### src/rtl/spu_wen_mt.sv
// Per-thread MA line write enables, error capture, load/store ack qualifiers and store counters.
// Latency: maln_wen/acks/pckt_req combinational; vld_maln and errors one cycle; counters three cycles after the request.
// Backpressure: none; every input is sampled each cycle and the block never stalls its neighbours.
module spu_wen_mt #(
    parameter int NTHR = 4,
    parameter int CNTW = 6
) (
    input  logic               rclk,
    input  logic               reset,
    input  logic               se,
    input  logic [2:0]         cpuid,
    input  logic               spu_mald_ldreq,
    input  logic               spu_mactl_streq,
    input  logic [1:0]         spu_req_tid,
    input  logic               lsu_spu_vload_vld,
    input  logic [3:0]         lsu_spu_vload_rtntyp,
    input  logic [1:0]         lsu_spu_vload_tid,
    input  logic [1:0]         l2_err,
    input  logic               lsu_spu_st_ackvld,
    input  logic               lsu_spu_st_asop,
    input  logic [1:0]         lsu_spu_st_ack_tid,
    input  logic               lsu_spu_ld_ackvld,
    input  logic               lsu_spu_ld_asop,
    input  logic [1:0]         lsu_spu_ld_ack_tid,
    input  logic [1:0]         lsu_spu_strm_ack_cmplt,
    input  logic [1:0]         lsu_spu_strm_ack_tid,
    input  logic [NTHR-1:0]    spu_mald_done,
    input  logic [NTHR-1:0]    spu_mald_rstln,
    input  logic [NTHR-1:0]    spu_mactl_uncerr_rst,
    output logic [NTHR-1:0]    spu_wen_maln_wen,
    output logic [NTHR-1:0]    spu_wen_vld_maln,
    output logic [NTHR-1:0]    spu_wen_mast_ack,
    output logic [NTHR-1:0]    spu_wen_mald_ack,
    output logic               spu_wen_ldst_pcx_vld,
    output logic [NTHR-1:0]    spu_wen_stacks_ok,
    output logic               spu_wen_allma_stacks_ok,
    output logic [NTHR-1:0]    spu_wen_ma_unc_err_pulse,
    output logic [NTHR-1:0]    spu_wen_ma_unc_err,
    output logic [NTHR-1:0]    spu_wen_ma_cor_err,
    output logic [NTHR-1:0]    spu_wen_cnt_err,
    output logic [122:104]     spu_wen_pckt_req
);

    // Scan enable only matters to the physical scan flops inserted later.
    logic unused_se;
    assign unused_se = se;

    logic [1:0]      l2_err_q;
    logic [NTHR-1:0] maln_wen_q;
    logic [1:0]      vload_tid_q;
    logic            st_asop_q, ld_asop_q;
    logic [1:0]      st_ack_tid_q, ld_ack_tid_q;
    logic            streq_q, streq_qq;
    logic [1:0]      req_tid_q, req_tid_qq;
    logic            st_ackvld_q;
    logic [1:0]      cmplt_q, strm_tid_q;

    // Pipeline stages that align the error, ack and counter inputs with their qualifiers.
    always_ff @(posedge rclk) begin
        if (reset) begin
            l2_err_q     <= '0;
            maln_wen_q   <= '0;
            vload_tid_q  <= '0;
            st_asop_q    <= 1'b0;
            ld_asop_q    <= 1'b0;
            st_ack_tid_q <= '0;
            ld_ack_tid_q <= '0;
            streq_q      <= 1'b0;
            streq_qq     <= 1'b0;
            req_tid_q    <= '0;
            req_tid_qq   <= '0;
            st_ackvld_q  <= 1'b0;
            cmplt_q      <= '0;
            strm_tid_q   <= '0;
        end else begin
            l2_err_q     <= l2_err;
            maln_wen_q   <= spu_wen_maln_wen;
            vload_tid_q  <= lsu_spu_vload_tid;
            st_asop_q    <= lsu_spu_st_asop;
            ld_asop_q    <= lsu_spu_ld_asop;
            st_ack_tid_q <= lsu_spu_st_ack_tid;
            ld_ack_tid_q <= lsu_spu_ld_ack_tid;
            streq_q      <= spu_mactl_streq;
            streq_qq     <= streq_q;
            req_tid_q    <= spu_req_tid;
            req_tid_qq   <= req_tid_q;
            st_ackvld_q  <= lsu_spu_st_ackvld;
            cmplt_q      <= lsu_spu_strm_ack_cmplt;
            strm_tid_q   <= lsu_spu_strm_ack_tid;
        end
    end

    // Line-valid and sticky uncorrectable error; the per-thread clear beats a same-cycle set.
    always_ff @(posedge rclk) begin
        if (reset) begin
            spu_wen_vld_maln   <= '0;
            spu_wen_ma_unc_err <= '0;
        end else begin
            spu_wen_vld_maln   <= (spu_wen_vld_maln | spu_wen_maln_wen) & ~(spu_mald_done | spu_mald_rstln);
            spu_wen_ma_unc_err <= (spu_wen_ma_unc_err | spu_wen_ma_unc_err_pulse) & ~spu_mactl_uncerr_rst;
        end
    end

    for (genvar t = 0; t < NTHR; t++) begin : g_thr
        logic            incr;
        logic [1:0]      decr;
        logic [CNTW+1:0] sum;
        logic [CNTW-1:0] cnt;
        logic            err;

        assign spu_wen_maln_wen[t] = lsu_spu_vload_vld & (lsu_spu_vload_rtntyp == 4'b0010)
                                   & (lsu_spu_vload_tid == 2'(t));

        assign spu_wen_ma_unc_err_pulse[t] = l2_err_q[1] & maln_wen_q[t] & (vload_tid_q == 2'(t));
        assign spu_wen_ma_cor_err[t]       = ~l2_err_q[1] & l2_err_q[0] & maln_wen_q[t]
                                           & (vload_tid_q == 2'(t));

        assign spu_wen_mast_ack[t] = lsu_spu_st_ackvld & st_asop_q & (st_ack_tid_q == 2'(t))
                                   & spu_mactl_streq & (spu_req_tid == 2'(t));
        assign spu_wen_mald_ack[t] = lsu_spu_ld_ackvld & ld_asop_q & (ld_ack_tid_q == 2'(t))
                                   & spu_mald_ldreq & ~spu_mactl_streq & (spu_req_tid == 2'(t));

        assign incr = streq_qq & st_ackvld_q & (req_tid_qq == 2'(t));
        assign decr = (strm_tid_q == 2'(t)) ? cmplt_q : 2'b00;
        // Two extra bits: bit CNTW flags overflow, bit CNTW+1 flags a negative result.
        assign sum  = {2'b00, cnt} + {{(CNTW+1){1'b0}}, incr} - {{CNTW{1'b0}}, decr};

        // Saturating outstanding-store counter with sticky over/underflow flag.
        always_ff @(posedge rclk) begin
            if (reset) begin
                cnt <= '0;
                err <= 1'b0;
            end else if (sum[CNTW+1]) begin
                cnt <= '0;
                err <= 1'b1;
            end else if (sum[CNTW]) begin
                cnt <= '1;
                err <= 1'b1;
            end else begin
                cnt <= sum[CNTW-1:0];
            end
        end

        assign spu_wen_stacks_ok[t] = (cnt == '0);
        assign spu_wen_cnt_err[t]   = err;
    end

    assign spu_wen_allma_stacks_ok = &spu_wen_stacks_ok;
    assign spu_wen_ldst_pcx_vld    = spu_mald_ldreq | spu_mactl_streq;

    // PCX header: request type and size differ between stores and loads.
    always_comb begin
        spu_wen_pckt_req = {6'b001001, cpuid, spu_req_tid, 8'b00000100};
        if (spu_mactl_streq) begin
            spu_wen_pckt_req = {6'b001011, cpuid, spu_req_tid, 8'b00010000};
        end
    end

endmodule

### config.mk
export PLATFORM = sky130hd
export DESIGN_NAME = spu_wen_mt
export DESIGN_NICKNAME = d
export VERILOG_FILES = /design/src/rtl/spu_wen_mt.sv
export SDC_FILE = /design/constraint.sdc
export NUM_CORES = 1
export LEC_CHECK = 0
export ABC_AREA = 1
export CORE_ASPECT_RATIO = 1.4
export CORE_MARGIN = 4
export CORE_UTILIZATION = 44
export DETAILED_ROUTE_END_ITERATION = 7
export PLACE_DENSITY = 0.77
export SKIP_CTS_REPAIR_TIMING = 1
export SLEW_MARGIN = 0
export SYNTH_ARGS = -nofsm -noshare
export SYNTH_HDL_FRONTEND = slang
export SYNTH_SLANG_ARGS = --single-unit
### constraint.sdc
create_clock -name rclk -period 4.5 [get_ports rclk]
set_clock_uncertainty 0.2 [all_clocks]
set_input_delay 0.45 -clock rclk [delete_from_list [all_inputs] [get_ports rclk]]
set_output_delay 0.45 -clock rclk [all_outputs]
set_load 0.1 [all_outputs]
==> results of run 1 <==
-- how the worst max path moves through the flow --
stage,from,endpoint,slack (ns),cells after the start
floorplan,vload_tid_q[1],spu_wen_ma_unc_err_pulse[0],0.50,1
global route,g_thr[2].cnt[5],spu_wen_allma_stacks_ok,1.12,7
CTS,spu_mactl_streq,spu_wen_mast_ack[2],1.25,6
finish,spu_mactl_streq,spu_wen_mast_ack[2],1.25,6
global placement,lsu_spu_vload_rtntyp[1],spu_wen_maln_wen[3],1.28,8
detailed placement,spu_mactl_streq,spu_wen_mast_ack[2],1.28,6
-- cell families (layout without fill, tap and decap cells) --
kind of cell               count (synthesis)  in the layout  share of synthesized area, %
adders and majority gates                 44             44                          14.8
and+or+nand+nor                          249            249                          28.2
DFF                                       61             61                          31.2
other                                      2             11                         0.192
xor gates and xnor gates                  12             12                          2.69
buffers and inverters                    162            233                          17.8
AOI/OAI and AO/OA                         28             28                          5.12
-- metrics by stage --
step           hold WS [ns]  util, %  power (W)
2_1_floorplan         0.188        -    0.00251
3_3_place_gp          0.191     54.8    0.00279
3_5_place_dp          0.200     54.8    0.00287
4_1_cts               0.209     58.2    0.00358
5_1_grt               0.216     58.2    0.00387
6_report              0.204     58.2    0.00356
-- cells in the final DEF, fill, tap and decap left out, types with 6 or more instances in the layout --
cell / instances
nand2_1: 113
nand3_1: 26
clkdlybuf4s50_1: 78
ha_1: 40
dfxtp_1: 61
a21oi_1: 20
clkbuf_16: 9
conb_1: 11
nor3_1: 21
nor3_2: 6
inv_1: 133
nand2_2: 7
xor2_1: 12
nor2_1: 57
-- flip-flops by register name (all words and copies together) (netlist names) --
| name | flops |
|---|---|
| ld_asop_q | 1 |
| g_thr.cnt | 24 |
| streq_q | 1 |
| cmplt_q | 2 |
| req_tid_q | 2 |
| vload_tid_q | 2 |
| maln_wen_q | 4 |
| g_thr.err | 4 |
| l2_err_q | 2 |
| spu_wen_vld_maln | 4 |
| st_asop_q | 1 |
| st_ackvld_q | 1 |
| ld_ack_tid_q | 2 |
| st_ack_tid_q | 2 |
| spu_wen_ma_unc_err | 4 |
| streq_qq | 1 |
| strm_tid_q | 2 |
| req_tid_qq | 2 |
-- final cells by class --
type | instances | area, um2
fill | 795 | 3600
tap | 105 | 131
inverter | 136 | 510
clock buffer | 11 | 243
multi-input combinational | 344 | 2050
sequential | 61 | 1220
clock inverter | 5 | 50.0
timing repair buffer | 81 | 801
-- report_power, final --
| group | switching (W) | leakage (nW) | internal, W |
|---|---|---|---|
| sequential | 0.0000650 | 0.505 | 0.000666 |
| combinational | 0.00142 | 1.90 | 0.000727 |
| clock | 0.000243 | 0.149 | 0.000439 |
-- per-layer routing --
metal  track usage [%]  wire length [um]  up-vias
met4              7.39               167        0
met3              7.21               805       16
met1              17.4              3260     1515
li1                  -                 -     1795
met5                 0                 0        -
met2              30.5              4260      106
-- worst min-delay path: cells and delay by family, from the launching register on --
family | cells | cell delay [ns]
simple gates | 1 | 0.03
buf+inv | 1 | 0.04
flops | 1 | 0.29
==> metrics.md, run 1 <==
| Metric | Value |
|---|---|
| Overflow left after global routing | `0` |
| Fin crit share | `72.2%` |
| R2R Setup Slk | `1.78 ns` |
| Site row count | `40` |
| Core area | `8610 um2` |
| Iteration-0 DRC count of the detailed router | `125` |
| Final Hold Viols | `0` |
| Worst Hold Endpoint | `streq_qq` |
| WHS Path Cells | `2` |
| Pre-antenna DRT Iters | `4` |
| Die area | `10500 um2` |
| Reg-to-Reg End | `g_thr[3].cnt[0]` |
| Antenna-violating nets left | `0` |
| Synth-to-Final Area Change | `27.9%` |
| Worst min-delay path category | `flip-flop to flip-flop` |
| Mapped Cells | `558` |
| Root Buffer | `clkbuf_16` |
| Placed insts | `727` |
| Net total in the final layout | `720` |
| Wire per inst | `11.4 um` |
| Synth Warn # | `0` |
| Worst setup EP type | `output pin` |
| Pin count of the biggest net entering global routing | `39` |
| Netlist cell types | `28` |
| Synth async-reset ratio | `0%` |
| Setup CP Type | `input port to output pin` |
| CTS Buf Count | `9` |
| Data required time of the critical path | `3.85 ns` |
| Main synth FF type | `dfxtp_1` |
| Pre-CTS setup slack | `1.28 ns` |
| Most frequent cells after synthesis | `inv_1, nand2_1, dfxtp_1, nor2_1, ha_1` |
| WL final | `8.49 mm` |
| Slowest cell on crit path | `clkdlybuf4s50_1` |
| Synth Cell Area | `3910 um2` |
| Relative max-transition margin | `33.8%` |
| Worst r2r src | `strm_tid_q[1]` |
| Worst skew pair latency | `0.33 ns` |
| Pin slew with the least headroom to its limit | `0.990 ns` |
| Avg Inst Size Synth | `7.01 um2` |
| Final setup TNS | `0 ns` |
| Buf/Inv on CP | `3` |
| DR vias | `3432` |
| Post-DP Area | `4710 um2` |
| Setup Viol. Count Final | `0` |
| DP HPWL | `6.64 mm` |
| Max cap viols | `0` |
| Hold path startpoint | `streq_q` |
| R2R cell count | `17` |
| Sequential share of the synthesized area | `31.2%` |
| # diodes | `0` |
| Post-route DRC | `0` |
| CP arrival | `2.60 ns` |
| Critical Path Fanout Max | `5` |
| CP startpoint kind | `input port` |
| Peak supply drop | `0.579 mV` |
| GRT Util Overall | `17.3%` |
| Most used cell, CP | `clkdlybuf4s50_1` |
| Global-route wire length before repair | `14.5 mm` |
| H-tree Lvls | `3` |
| Crit path setup slack, layout | `1.25 ns` |
| Cell area after layout | `5010 um2` |
| Yosys top cell area share | `31.2%` |
| Via density per instance | `4.62` |
| CTS clock-pin slew for the worst setup and hold paths | `0.05 ns` |
| Vias in the first global route | `3456` |
| Pwr/cell area | `710 nW/um2` |
| PortBufs | `81` |
| Non-Filler Instances | `743` |
| CTS tree | `done` |
| Final slew viol count | `0` |
| Number of flops mapped to enable cells by yosys | `0` |
| Fin crit period | `3.25 ns` |
| FMAX | `0.308 GHz` |
| Count leader, synth | `inv_1` |
| Synth area leaders | `dfxtp_1, ha_1, inv_1, nand2_1, nor2_1` |
| Critical Path Max Stage Delay | `1.17 ns` |
| Chip height | `120 um` |
| Post-synth top area cell | `dfxtp_1` |
| Initial core utilization | `45.5%` |
| RSZ-0062 raised after global routing | `no` |
| Die X | `87.7 um` |
| Layout cell share with drive strength beyond 1 | `7.84%` |
| Status | `complete, no violations` |
| Crit-path leading delay family | `buffers and inverters` |
| Placer Congestion | `0.843` |
| CP Cell Sequence | `clkdlybuf4s50_1 -> inv_1 -> nor2_1 -> nand2_1 -> nor3_1 -> clkdlybuf4s50_1` |
| Initial antenna violation count | `0` |
| Leakage | `2.56 nW` |
| CTS sink cnt | `61` |
| FF+latch count, synth | `61` |
| Io pins | `100` |
| Clock buffer depth | `2` |
Power figures use the tool's default switching activity.
==> run 2, diff against run 1 <==
PLACE_DENSITY = 0.8   (was 0.77)
clock period = 2.68 ns   (was 4.5 ns; I/O delays follow)
==> run 2 against run 1 <==
  * Sequential share of layout area fell by 0.67 points
  * Via count rose by 2.4%
  * Routed wire length rose by 1.9%
  * Die area did not move
  * Highest routed layer unchanged
  * Register-to-register slack got worse by 1.6 ns
  * Critical path type is now flip-flop to flip-flop
==> metrics.md, run 2 (synthesis gave the netlist of run 1 again) <==
| Metric | Value |
|---|---|
| Status | `complete, no violations` |
| CTS sink cnt | `61` |
| Most frequent cells in the layout | `inv_1, nand2_1, dfxtp_1` |
| Antenna-violating nets left | `0` |
| Layout cell share with drive strength beyond 1 | `18.2%` |
| Site row count | `40` |
| Global-route wire length before repair | `14.4 mm` |
| DR vias | `3513` |
| Pin slew with the least headroom to its limit | `0.818 ns` |
| Leakage | `2.68 nW` |
| Post-DP Area | `4820 um2` |
| Pwr/cell area | `1170 nW/um2` |
| GRT Util Overall | `17.1%` |
| Wire per inst | `11.6 um` |
| FMAX | `0.397 GHz` |
| Max cap viols | `0` |
| Met2 usage | `30.4%` |
| Die area | `10500 um2` |
| Via density per instance | `4.73` |
| Critical Path Max Stage Delay | `0.40 ns` |
| H-tree Lvls | `3` |
| Root Buffer | `clkbuf_16` |
| Initial antenna violation count | `0` |
| Setup CP Type | `flip-flop to flip-flop` |
| Die X | `87.7 um` |
| DP HPWL | `6.80 mm` |
| Vias in the first global route | `3578` |
| Clock buffer depth | `2` |
| Core area | `8610 um2` |
| Cell area after layout | `5180 um2` |
| # diodes | `0` |
| PortBufs | `81` |
| Worst min-delay path category | `flip-flop to flip-flop` |
| Pin count of the biggest net entering global routing | `39` |
| Register with the most flip-flops | `g_thr.cnt` |
| CP Cell Sequence | `inv_2 -> nor3_2 -> ha_1 -> inv_1 -> ha_1 -> inv_1 -> fa_1 -> inv_1 -> nand2_1 -> nand2_1 -> nand3_1 -> nand2_1 -> nand2_1 -> nand2_4 -> nand2_1 -> nand2_1 -> inv_1` |
| CTS clock-pin slew for the worst setup and hold paths | `0.05 ns` |
| Buf/Inv on CP | `5` |
| Io pins | `100` |
| Crit-path leading delay family | `adder cells` |
| CP startpoint kind | `flip-flop` |
| Chip height | `120 um` |
| Most common cell after layout, fill and taps aside | `inv_1` |
| Post-route DRC | `0` |
| Min Hold Slack | `0.202 ns` |
| GR peak layer | `met2` |
| Peak supply drop | `0.477 mV` |
| Setup Viol. Count Final | `0` |
| Most used cell, CP | `nand2_1` |
| Initial core utilization | `45.5%` |
| Relative max-transition margin | `45.5%` |
| Critical Path Fanout Max | `7` |
| Largest register FFs | `24` |
| Synth-to-Final Area Change | `32.4%` |
| Iteration-0 DRC count of the detailed router | `115` |
| Worst skew pair latency | `0.33 ns` |
| Final slew viol count | `0` |
| Data required time of the critical path | `2.71 ns` |
| WL final | `8.65 mm` |
| CTS tree | `done` |
| Global routing usage on met1 | `16.6%` |
| Slowest cell on crit path | `fa_1` |
| Fin crit period | `2.52 ns` |
| CP arrival | `2.54 ns` |
| Overflow left after global routing | `0` |
| M3 GR Usage | `7.76%` |
| CTS Buf Count | `9` |
| Worst setup EP type | `flip-flop` |
| Net total in the final layout | `721` |
| Fin crit share | `93.9%` |
| Final Hold Viols | `0` |
| Placer Congestion | `0.865` |
| Pre-antenna DRT Iters | `4` |
-- run 2: changes by cell type in the layout (fill, tap and decap cells not counted), moves of 3 or more --
| cell | previous run | this run |
|---|---|---|
| buf_12 | 0 | 12 |
| buf_4 | 2 | 32 |
| clkdlybuf4s50_1 | 78 | 37 |
| fa_1 | 4 | 1 |
| fa_2 | 0 | 3 |
| inv_1 | 133 | 130 |
| inv_2 | 3 | 6 |
| nand2_4 | 1 | 4 |
| nor3_1 | 21 | 9 |
| nor3_2 | 6 | 18 |
-- run 2: worst register-to-register path, delay by kind of cell (launching register included) --
kind	cells	cell delay, ns
buffers and inverters	5	0.31
adder cells (fa/ha/maj)	3	0.81
flip-flops	1	0.37
AND/OR/NAND/NOR	9	0.73
-- run 2: area by class of cell --
cell class / instances / area [um2]
flip-flops and latches: 61 / 1230
well taps: 105 / 131
clock inverters: 4 / 47.5
clock buffers: 11 / 253
multi-input cells: 344 / 2150
fillers: 766 / 3430
inverters: 136 / 510
repair buffers: 82 / 856
-- run 2: per-layer routing --
layer	vias up	routed length, um
li1	1799	-
met1	1583	3180
met2	114	4490
met3	17	808
met4	0	165
met5	-	0
-- run 2: final timing paths --
path                                     from         endpoint  slack (ns)  cells past startpoint
worst max-delay path            strm_tid_q[0]  g_thr[1].cnt[1]        0.16                     17
worst min-delay path             req_tid_q[0]    req_tid_qq[0]        0.20                      2
worst max register to register  strm_tid_q[0]  g_thr[1].cnt[1]        0.16                     17
worst min register to register   req_tid_q[0]    req_tid_qq[0]        0.20                      2
-- run 2: stage by stage --
stage / setup slack (ns) / instances / utilization [%] / power (W) / TNS (ns)
2_1_floorplan: -1.03 / 567 / - / 0.00422 / -1.03
3_3_place_gp: 0.130 / 728 / 56.0 / 0.00467 / 0
3_5_place_dp: 0.0249 / 728 / 56.0 / 0.00483 / 0
4_1_cts: -0.00794 / 743 / 59.5 / 0.00601 / -0.0116
5_1_grt: -0.0256 / 743 / 60.2 / 0.00656 / -0.0311
6_report: 0.164 / 743 / 60.2 / 0.00605 / 0
-- run 2: report_power, final --
part / switching (W) / internal [W]
logic: 0.00242 / 0.00123
registers: 0.000117 / 0.00112
clock network: 0.000396 / 0.000760
total: 0.00294 / 0.00311
